## config.mk

```make
export PLATFORM = sky130hd
export DESIGN_NAME = nibble_serial_subtractor
export DESIGN_NICKNAME = d
export VERILOG_FILES = /design/src/rtl/nibble_serial_subtractor_pkg.sv /design/src/rtl/nibble_serial_subtractor_bla4.sv /design/src/rtl/nibble_serial_subtractor.sv
export SDC_FILE = /design/constraint.sdc
export NUM_CORES = 1
export LEC_CHECK = 0
export ABC_AREA = 1
export BUFFER_PORTS_ARGS = -buffer_cell sky130_fd_sc_hd__buf_2
export CORE_ASPECT_RATIO = 1.2
export CORE_MARGIN = 2
export CORE_UTILIZATION = 51
export DETAILED_ROUTE_END_ITERATION = 7
export GPL_ROUTABILITY_DRIVEN = 1
export HOLD_SLACK_MARGIN = 0.15
export PLACE_DENSITY = 0.75
export SYNTH_ARGS = -nofsm -noshare
export SYNTH_HDL_FRONTEND = slang
export SYNTH_SLANG_ARGS = --single-unit
```

## constraint.sdc

```tcl
create_clock -name clk -period 3 [get_ports clk]
set_clock_uncertainty 0.15 [all_clocks]
set_input_delay 0.6 -clock clk [delete_from_list [all_inputs] [get_ports clk]]
set_output_delay 0.6 -clock clk [all_outputs]
set_load 0.01 [all_outputs]
```

## src/rtl/nibble_serial_subtractor_pkg.sv

```systemverilog
// Shared arithmetic definitions for the nibble-serial datapaths.
// Holds the FSM state type and the slice geometry helpers.
package arith_pkg;

    localparam int SLICE_W = 4;

    typedef enum logic [1:0] {
        IDLE,
        RUN,
        DONE
    } state_e;

    function automatic int slice_count(input int width);
        return width / SLICE_W;
    endfunction

endpackage

```

## src/rtl/nibble_serial_subtractor_bla4.sv

```systemverilog
// 4-bit borrow-lookahead subtract cell: d = a - b - bin.
// Every internal borrow is a flat sum of products of g/p terms.
module bla4
    import arith_pkg::*;
(
    input  logic [3:0] a,
    input  logic [3:0] b,
    input  logic       bin,
    output logic [3:0] d,
    output logic       bout
);

    logic [3:0] g;
    logic [3:0] p;
    logic [4:0] c;

    assign g = ~a & b;
    assign p = ~(a ^ b);

    assign c[0] = bin;
    assign c[1] = g[0]
                | (p[0] & bin);
    assign c[2] = g[1]
                | (p[1] & g[0])
                | (p[1] & p[0] & bin);
    assign c[3] = g[2]
                | (p[2] & g[1])
                | (p[2] & p[1] & g[0])
                | (p[2] & p[1] & p[0] & bin);
    assign c[4] = g[3]
                | (p[3] & g[2])
                | (p[3] & p[2] & g[1])
                | (p[3] & p[2] & p[1] & g[0])
                | (p[3] & p[2] & p[1] & p[0] & bin);

    assign d    = a ^ b ^ c[3:0];
    assign bout = c[4];

endmodule

```

## src/rtl/nibble_serial_subtractor.sv

```systemverilog
// Multi-cycle WIDTH-bit subtractor, one 4-bit slice per cycle,
// LSB first, with valid/ready on both operand and result sides.
module nibble_serial_subtractor
    import arith_pkg::*;
#(
    parameter int WIDTH = 16
) (
    input  logic             clk,
    input  logic             rst_n,
    input  logic             in_valid,
    output logic             in_ready,
    input  logic [WIDTH-1:0] a,
    input  logic [WIDTH-1:0] b,
    input  logic             bin,
    output logic             out_valid,
    input  logic             out_ready,
    output logic [WIDTH-1:0] diff,
    output logic             bout,
    output logic             ovf
);

    localparam int NSLICE = slice_count(WIDTH);
    localparam int IDX_W  = (NSLICE > 1) ? $clog2(NSLICE) : 1;
    localparam logic [IDX_W-1:0] IDX_LAST = IDX_W'(NSLICE - 1);

    state_e           state_q, state_d;
    logic [IDX_W-1:0] idx_q, idx_d;
    logic [WIDTH-1:0] a_q, a_d;
    logic [WIDTH-1:0] b_q, b_d;
    logic             brw_q, brw_d;
    logic [WIDTH-1:0] diff_q, diff_d;
    logic             bout_q, bout_d;
    logic             ovf_q, ovf_d;

    logic [SLICE_W-1:0] a_sl;
    logic [SLICE_W-1:0] b_sl;
    logic [SLICE_W-1:0] d_sl;
    logic               bo_sl;

    // Single shared cell; operands steered by the slice index.
    always_comb begin
        a_sl = '0;
        b_sl = '0;
        for (int i = 0; i < NSLICE; i++) begin
            if (idx_q == IDX_W'(i)) begin
                a_sl = a_q[i*SLICE_W +: SLICE_W];
                b_sl = b_q[i*SLICE_W +: SLICE_W];
            end
        end
    end

    bla4 u_bla4 (
        .a    (a_sl),
        .b    (b_sl),
        .bin  (brw_q),
        .d    (d_sl),
        .bout (bo_sl)
    );

    always_comb begin
        state_d = state_q;
        idx_d   = idx_q;
        a_d     = a_q;
        b_d     = b_q;
        brw_d   = brw_q;
        diff_d  = diff_q;
        bout_d  = bout_q;
        ovf_d   = ovf_q;
        unique case (state_q)
            IDLE: begin
                if (in_valid) begin
                    a_d     = a;
                    b_d     = b;
                    brw_d   = bin;
                    idx_d   = '0;
                    state_d = RUN;
                end
            end
            RUN: begin
                for (int i = 0; i < NSLICE; i++) begin
                    if (idx_q == IDX_W'(i)) begin
                        diff_d[i*SLICE_W +: SLICE_W] = d_sl;
                    end
                end
                brw_d = bo_sl;
                if (idx_q == IDX_LAST) begin
                    idx_d   = '0;
                    state_d = DONE;
                    bout_d  = bo_sl;
                    // d_sl[3] is the diff MSB being written this edge.
                    ovf_d   = (a_q[WIDTH-1] != b_q[WIDTH-1])
                           && (d_sl[SLICE_W-1] != a_q[WIDTH-1]);
                end else begin
                    idx_d = idx_q + IDX_W'(1);
                end
            end
            DONE: begin
                if (out_ready) begin
                    state_d = IDLE;
                end
            end
            default: begin
                state_d = IDLE;
            end
        endcase
    end

    always_ff @(posedge clk or negedge rst_n) begin
        if (!rst_n) begin
            state_q <= IDLE;
            idx_q   <= '0;
            a_q     <= '0;
            b_q     <= '0;
            brw_q   <= 1'b0;
            diff_q  <= '0;
            bout_q  <= 1'b0;
            ovf_q   <= 1'b0;
        end else begin
            state_q <= state_d;
            idx_q   <= idx_d;
            a_q     <= a_d;
            b_q     <= b_d;
            brw_q   <= brw_d;
            diff_q  <= diff_d;
            bout_q  <= bout_d;
            ovf_q   <= ovf_d;
        end
    end

    assign in_ready  = (state_q == IDLE);
    assign out_valid = (state_q == DONE);
    assign diff      = diff_q;
    assign bout      = bout_q;
    assign ovf       = ovf_q;

endmodule

```

; ---- Yosys cells after proc, flatten, opt, wreduce, memory -nomap -nowiden
; Index checks and enable logic that the tools add are counted.
[classes]
eq_ne = 10
add_sub_neg = 1
reduce_logical = 11
n_bitwise = 31
mux = 17
[ops]
columns = op, n
row1 = $mux 4, 8
row2 = $and 1x1->1, 16
row3 = $reduce_and 2->1, 6
row4 = $mux 2, 5
row5 = $or 1x1->1, 10
row6 = $not 4->4, 2
row7 = $xor 4x4->4, 2
row8 = $eq 2x2->1 const B, 3
row9 = $pmux 2 s3, 1
row10 = $and 4x4->4, 1
row11 = $eq 2x1->1 const B, 2
row12 = $logic_not 2->1, 2
row13 = $ne 2x2->1 const B, 2
row14 = $pmux 2 s2, 1
row15 = $reduce_and 3->1, 1
row16 = $add 2x1->2 const B, 1
row17 = $ne 1x1->1, 2
row18 = $ne 2x1->1 const B, 1
row19 = $pmux 1 s2, 1
row20 = $reduce_bool 2->1, 1
row21 = $logic_and 1x1->1, 1
row22 = $mux 1, 1
[word_totals]
in_bits = 37
word_cells = 81
register_bits = 55
output_inout_bits = 20

; ---- Depth between registers and ports, before layout
; Gate-level depths: netlist of the first run.
[logic_depth]
depth_word = 14
ltp_mapped = 19
depth_no_buf = 18

; ---- By module
; A second synthesis of the first run with hierarchy kept.
[hier_totals]
hier_cells = 349
hier_area_um2 = 2830.2
[by_module_without_submodules]
columns = module, seq_area_each_um2, instances, cells_each, area_per_inst_um2
row1 = nibble_serial_subtractor, 1376.3, 1, 310, 2580.0
row2 = bla4, 0.0, 1, 39, 250.2

; ---- Least setup slack after synthesis of the first run
; OpenSTA, ideal clock, no wires.
[synth_path]
path_kind = register to register
startpoint = reg idx_q[0]
endpoint = reg ovf_q, in the netlist ovf
n_path_buf = 1
required_ns = 2.734
path_stages_with_launch = 17
period_less_slack_ns = 2.467
path_slack_ns = 0.533
arrival_ns = 2.201
setup_time_ns = 0.116
cell_sequence = dfrtp_1 ha_1 buf_2 inv_2 nand3_1 nand2_1 o21ai_0 nand2_1 o21ai_0 ha_1 or2_4 nand2_4 nand3_2 nand3_1 nand2_1 nand2_1 nand2_1
[synth_via]
elab_chain_len = 14
word_cells_on_any_way = 28
cone_classes = eq/ne: 4 / mux: 8 / bitwise: 13 / reduce/logical: 3
[synth_rtl]
columns = item, line_no
row1 = from (decl), nibble_serial_subtractor.sv:27  ; logic [IDX_W-1:0] idx_q, idx_d;
row2 = from (signal assigned), nibble_serial_subtractor.sv:120  ; idx_q <= idx_d;
row3 = $logic_not 2->1, nibble_serial_subtractor.sv:45  ; if (idx_q == IDX_W'(i)) begin
row4 = $mux 4 (4 in a row), nibble_serial_subtractor.sv:45
row5 = $xor 4x4->4 or $not 4->4 (tied branches), "nibble_serial_subtractor_bla4.sv:18, nibble_serial_subtractor_bla4.sv:36, nibble_serial_subtractor_bla4.sv:17"
row6 = $not 4->4 or $and 4x4->4 (tied branches), "nibble_serial_subtractor_bla4.sv:18, nibble_serial_subtractor_bla4.sv:17"
row7 = "$and 1x1->1, on equally long branches", "nibble_serial_subtractor_bla4.sv:27, nibble_serial_subtractor_bla4.sv:28, nibble_serial_subtractor_bla4.sv:29"
row8 = "$or 1x1->1, or another cell as far along", nibble_serial_subtractor_bla4.sv:27  ; | (p[2] & g[1])
row9 = $or 1x1->1 or $and 1x1->1 (tied branches), "nibble_serial_subtractor_bla4.sv:28, nibble_serial_subtractor_bla4.sv:29"
row10 = $or 1x1->1, nibble_serial_subtractor_bla4.sv:29  ; | (p[2] & p[1] & p[0] & bin);
row11 = $xor 4x4->4, nibble_serial_subtractor_bla4.sv:36  ; assign d = a ^ b ^ c[3:0];
row12 = $ne 1x1->1, nibble_serial_subtractor.sv:92  ; && (d_sl[SLICE_W-1] != a_q[WIDTH-1]);
row13 = $logic_and 1x1->1, nibble_serial_subtractor.sv:92
row14 = to (signal assigned), nibble_serial_subtractor.sv:126  ; ovf_q <= ovf_d;
row15 = to (decl), nibble_serial_subtractor.sv:33  ; logic ovf_q, ovf_d;
; Several ways; a longest one is shown, not always the timed one.
; A chain may end at the register's enable or synchronous reset.

; ---- Worst setup path in the final report of the first run
[layout_path]
startpoint = reg idx_q[1]
endpoint = reg ovf_q, in the netlist ovf
; The elaborated chain is that of the path after synthesis.

==> results of run 1 <==
[sequential cells by signal, indices dropped and copies added (netlist names)]
register  flops
ovf           1
b_q          16
diff         16
idx_q         2
brw_q         1
a_q          16
bout          1
state_q       2
[power by group]
group	total [mW]	switching [mW]	internal [mW]
combinational	2.41	1.52	0.889
clock	0.400	0.237	0.164
sequential	1.34	0.234	1.10
total	4.15	1.99	2.16
[cell families (layout without fill, tap and decap cells)]
family / count (synthesis) / after routing / share of synthesized area
XOR/XNOR: 2 / 2 / 0.00656
AND/OR/NAND/NOR: 195 / 195 / 0.319
buffers and inverters: 29 / 86 / 0.0478
flip-flops: 55 / 55 / 0.516
adder cells (fa/ha/maj): 9 / 9 / 0.0450
AO/OA/AOI/OAI: 33 / 33 / 0.0661
[final timing paths]
kind | to | cells past startpoint | slack [ps]
setup reg to reg | ovf$_DFFE_PN0P_ | 16 | 200
setup / recovery | ovf$_DFFE_PN0P_ | 16 | 200
hold reg to reg | diff[9]$_DFFE_PN0P_ | 2 | 320
min in group clk | state_q[1]$_DFFE_PN0P_ | 2 | 310
hold / removal | diff[15]$_DFFE_PN0P_ | 2 | 240
max in group asynchronous | a_q[11]$_DFFE_PN0P_ | 2 | 1980
[stage by stage]
| step | setup WS [ps] | hold slack (ps) | power, mW | std cells |
|---|---|---|---|---|
| 2_1_floorplan | 533 | 154 | 3.17 | 323 |
| 3_3_place_gp | 293 | 300 | 3.71 | 432 |
| 3_5_place_dp | 236 | 304 | 3.78 | 432 |
| 4_1_cts | 196 | 279 | 4.19 | 440 |
| 5_1_grt | 3.45 | 314 | 4.58 | 440 |
| 6_report | 199 | 239 | 4.15 | 440 |
[final cells by class]
type	count	area (um^2)	area share
multi-input cells	239	1160	0.379
inverters	19	71.3	0.0232
repair buffers	59	303	0.0985
flip-flops and latches	55	1380	0.448
well taps	60	75.1	0.0244
clock buffers	6	72.6	0.0236
clock inverters	2	12.5	0.00407
[cells in the final DEF, fill, tap and decap left out, drive strengths merged]
cell type,count
nand2,160
buf,59
dfrtp,55
nand3,18
inv,18
o21ai,17
nor2,14
a21oi,12
ha,8
clkbuf,6
xnor2,2
clkinv,2
o211ai,1
a211oi,1
nand3b,1
o31ai,1
a22o,1
or2,1
nand4,1
fa,1
clkinvlp,1
[worst max-delay path: cells and delay by family (launching register included)]
kind,cells,cell delay [ps]
AOI/OAI and AO/OA,2,200
adders and majority gates,2,670
buffers and inverters,2,280
DFF,1,400
and+or+nand+nor,10,980
[routing by layer]
metal | track usage | routed length [um] | vias to the layer above
met2 | 0.355 | 2710 | 64
met3 | 0.0364 | 292 | 8
met5 | 0 | 0 | -
met4 | 0.0717 | 91 | 0
met1 | 0.255 | 2380 | 994
li1 | - | - | 1128
==> results.yml, run 1 <==
run_status:
  run_status: "finished, final reports clean"
sta:
  slew_viol_final: 0
  setup_repair_after_global_routing_missed_its_margin: "false"
  timing.fmax_ghz: 0.357
  max-slew-margin-rel: 0.549
  timing.final.crit_period_ps: 2800
  finalCritPeriodShare: 0.934
  tns_ps: 0
  finalSetupViolCount: 0
  worst-slew-pin-transition_ps: 677
  hold_viol: 0
clock_tree:
  cts-buffers-inserted: 5
  cts_max_path_buffers: 2
  clk_pin_slew_worst_paths_ps: 100
  clockRootBuffer: "clkbuf_8"
  clock_sinks: 55
  cts_hold_repair_buffers: 0
  cts.repair.resized: 0
  cts_tree: "yes"
  post_cts.repair.setup_buffers: 0
  htree_num_levels: 2
  clk-insertion-delay-late_ps: 310
floorplan:
  initial_core_util: 0.536
  dieArea_um2: 5830
  die_width_um: 70.0
  num_io_pins: 57
  die_h_um: 83.2
  floorplan.rows: 28
  core_um2: 4970
detailed_routing:
  drt_drc_violations_left: 0
  firstDrtPassIters: 4
  drt-total-wl_mm: 5.47
  antenna_violating_nets_post_route: 0
  routed_wire_length_per_instance_um: 12.4
  vias: 2194
  detailedRoute.firstIterationViolations: 95
  viasPerCell: 4.99
global_routing:
  antenna_found_initial: 0
  grt_start_max_net_pins: 56
  grt_pass1_wl_mm: 9.66
  grt_use_total: 0.205
  grt_overflow: 0
  grt_pass1_vias: 2148
run:
  max_cap_violations: 0
synthesis:
  synthTopCellsByArea: "dfrtp_1 52%, nand2_1 22%, ha_1 3.8%, nand3_1 3.2%, o21ai_0 2.6%"
  synth-edff-count: 0
  synth.cells.most_frequent: "155 x nand2_1, 55 x dfrtp_1, 17 x nand3_1"
  synth.yosys.seq_area_share: 0.516
  synthCells: 323
  synth_warnings: 0
  postSynthAreaPerCell_um2: 8.26
  synth.top_cell.area_share: 0.516
  synth_cell_types: 28
  leading_cell_type_by_number_of_instances_after_synthesis: "nand2_1"
  post-synth-top-area-cell: "dfrtp_1"
  ys_async_sr_fraction: 1.00
  syn_nets: 369
  yosys_register_bits: 55
  synth_flop_cell: "dfrtp_1"
  synthesis.area_um2: 2670
worst_setup_path:
  worst_ep_required_time_ps: 3050
  worstSetupEndpointType: "flop"
  critical_path_class: "flop to flop"
  crit_path_max_incr_delay_ps: 400
  crit_chain: "inv_1 -> ha_1 -> inv_2 -> nand3_1 -> nand2_1 -> o21ai_0 -> nand2_1 -> o21ai_0 -> ha_1 -> or2_4 -> nand2_4 -> nand3_2 -> nand3_1 -> nand2_1 -> nand2_1 -> nand2_1"
  start_kind: "flop"
  critPathLaunch: "idx_q[1]$_DFFE_PN0P_"
  crit_arrival_ps: 2850
  critical_path.reg2reg.startpoint: "idx_q[1]$_DFFE_PN0P_"
  crit_top_cell: "nand2_1"
  slowest_stage: "dfrtp_1"
  critical_path_fanouts_max: 9
worst_hold_path:
  worst_hold_path_type: "input pin to async pin"
pwr:
  power_per_cell_area_nw_per_um2: 1350
  total_leakage_power_nw: 1.73
  power.ir.vdd_worst_v: 0.000532
final_layout:
  antenna_cells_inserted: 0
  layout-drive-gt1-share: 0.229
  finish.net_count: 425
  fillerInstances: 447
  finish.instance_area_um2: 3080
  syn_to_final_growth_pct: 15.2
  postLayoutCoreUtil: 0.618
placed_design:
  place_congestion: 0.898
  io_buffer_count: 56
  hpwl_reported_at_the_end_of_detailed_placement_mm: 4.11
  post_place_instance_area_um2: 2990
Note: power is estimated with default switching activity, not from simulation.
==> inputs of run 2 (changes only) <==
ABC_AREA = 0   (was 1)
PLACE_DENSITY = 0.76   (was 0.75)
==> results.yml, run 2 <==
placed_design:
  post_place_instance_area_um2: 2900
  place_worst_setup_slack_ps: 187
  place_inst: 330
  hpwl_reported_at_the_end_of_detailed_placement_mm: 3.79
  io_buffer_count: 56
  place_congestion: 0.788
global_routing:
  grt_start_max_net_pins: 37
  grt_pass1_wl_mm: 8.27
  grt_overflow: 0
  antenna_found_initial: 0
  grt_pass1_vias: 1830
  grt_use_total: 0.200
floorplan:
  num_io_pins: 57
  dieArea_um2: 5520
  initial_core_util: 0.521
  floorplan.rows: 28
  die_width_um: 68.2
  core_um2: 4830
  die_h_um: 81
synthesis:
  syn_nets: 260
  synth.cells.most_frequent: "55 x dfrtp_1, 32 x mux2_2, 28 x nand2_1"
  leading_cell_type_by_number_of_instances_after_synthesis: "dfrtp_1"
  synth_warnings: 0
  synth-edff-count: 0
  synth_flop_cell: "dfrtp_1"
  ys_async_sr_fraction: 1.00
  synth.top_cell.area_share: 0.546
  synthesis.area_um2: 2520
  synthTopCellsByArea: "dfrtp_1 55%, mux2_2 14%, nand2_1 4.2%, o21ai_0 4.2%, ha_1 4.0%"
  synth.yosys.seq_area_share: 0.546
  synth_cell_types: 31
  post-synth-top-area-cell: "dfrtp_1"
  yosys_register_bits: 55
  postSynthAreaPerCell_um2: 11.8
  synthCells: 214
sta:
  worst-slew-pin-transition_ps: 437
  tns_ps: 0
  slew_viol_final: 0
  max-slew-margin-rel: 0.709
  timing.fmax_ghz: 0.357
  timing.final.crit_period_ps: 2800
  hold-worst-slack_ps: 325
  finalSetupViolCount: 0
  finalCritPeriodShare: 0.934
  hold_viol: 0
  setup_slack_ps: 198
detailed_routing:
  viasPerCell: 5.38
  drt_drc_violations_left: 0
  antenna_violating_nets_post_route: 0
  drt-total-wl_mm: 4.95
  detailedRoute.firstIterationViolations: 96
  routed_wire_length_per_instance_um: 14.5
  firstDrtPassIters: 4
  vias: 1833
pwr:
  seqPwrFrac: 0.334
  power.ir.vdd_worst_v: 0.000700
  switching_share: 0.415
  intPower_mw: 2.38
  total_power_mw: 4.07
  p_sw_mw: 1.69
  p_comb_frac: 0.568
  power_per_cell_area_nw_per_um2: 1350
  clkPwrFrac: 0.097
  total_leakage_power_nw: 1.42
run_status:
  run_status: "finished, final reports clean"
worst_setup_path:
  critPathTopFamily: "compound AO/OA/AOI/OAI gates"
  crit_top_cell: "ha_1"
  timing.critical_path.buf_inv: 2
  slowest_stage: "dfrtp_1"
  crit_path_max_incr_delay_ps: 400
  worst_ep_required_time_ps: 3080
  crit_chain: "inv_1 -> ha_1 -> nor2b_1 -> buf_4 -> a221oi_1 -> o31ai_1 -> ha_1 -> o21ai_0 -> o21a_1 -> or3_1 -> o211ai_1"
  start_kind: "flop"
  critical_path_class: "flop to flop"
  worstSetupEndpointType: "flop"
  crit_arrival_ps: 2880
  critical_path_fanouts_max: 6
clock_tree:
  cts_max_path_buffers: 2
  clockRootBuffer: "clkbuf_8"
  htree_num_levels: 2
  cts-buffers-inserted: 5
  clk_pin_slew_worst_paths_ps: 100
  clk-insertion-delay-late_ps: 310
  clock_sinks: 55
  cts_tree: "yes"
final_layout:
  finish.instance_area_um2: 3020
  layout-drive-gt1-share: 0.399
  antenna_cells_inserted: 0
  postLayoutCoreUtil: 0.625
  multi_input_comb_area_um2: 1090
  commonest_cells_after_routing_fill_and_taps_aside: "56 x buf_2, 55 x dfrtp_1, 32 x mux2_2"
  fillerInstances: 421
  finish.net_count: 326
  seq_area_um2: 1380
  mostFrequentLayoutCell: "buf_2"
  instances_no_fill: 341
  syn_to_final_growth_pct: 19.9
run:
  max_cap_violations: 0
worst_hold_path:
  worst_hold_path_type: "input pin to flop"
## run 2: cell type report
cell class | instances | area share
inverters | 3 | 0.00373
clock buffers | 6 | 0.0240
clock inverters | 2 | 0.00414
flip-flops and latches | 55 | 0.456
repair buffers | 69 | 0.126
multi-input cells | 146 | 0.362
well taps | 60 | 0.0249
## run 2: worst paths after layout
| path | start | cells after the start | to | slack (ps) |
|---|---|---|---|---|
| max | idx_q[0]$_DFFE_PN0P_ | 11 | ovf$_DFFE_PN0P_ | 200 |
| min | out_ready | 2 | state_q[1]$_DFFE_PN0P_ | 330 |
| max reg2reg | idx_q[0]$_DFFE_PN0P_ | 11 | ovf$_DFFE_PN0P_ | 200 |
| min reg2reg | diff[13]$_DFFE_PN0P_ | 2 | diff[13]$_DFFE_PN0P_ | 330 |
| max in group asynchronous | rst_n | 3 | a_q[12]$_DFFE_PN0P_ | 1750 |
| min in group asynchronous | rst_n | 3 | diff[10]$_DFFE_PN0P_ | 670 |
## run 2: routing by layer
| metal | share of wire | GRT usage | wire length (um) |
|---|---|---|---|
| met4 | 0.026 | 0.0880 | 128 |
| met5 | 0 | 0 | 0 |
| met3 | 0.042 | 0.0429 | 207 |
| met1 | 0.45 | 0.267 | 2210 |
| met2 | 0.49 | 0.311 | 2410 |
## run 2: power groups by stage
stage                     Combinational [mW]  Sequential (mW)  Clock (mW)
after detailed placement                2.29             1.38           0
final                                   2.31             1.36       0.396
after floorplan                         1.48             1.34           0
after global routing                    2.56             1.41       0.440
after CTS                               2.30             1.36       0.407
after global placement                  2.19             1.36           0
## run 2: kinds of logic after synthesis
kind of cell / share of synthesized area
AOI/OAI and AO/OA: 0.117
xor gates and xnor gates: 0.00695
adders and majority gates: 0.0477
buffers and inverters: 0.0268
DFF: 0.546
muxes: 0.147
and+or+nand+nor: 0.109
## run 2: what timing repair did
| action | CTS | global route |
|---|---|---|
| endpoints found under the hold margin | 28 | 0 |
| hold buffers | 1 | 0 |
| setup endpoints to repair | 0 | 2 |
| gates resized for setup | 0 | 2 |
| buffers inserted | 0 | 2 |
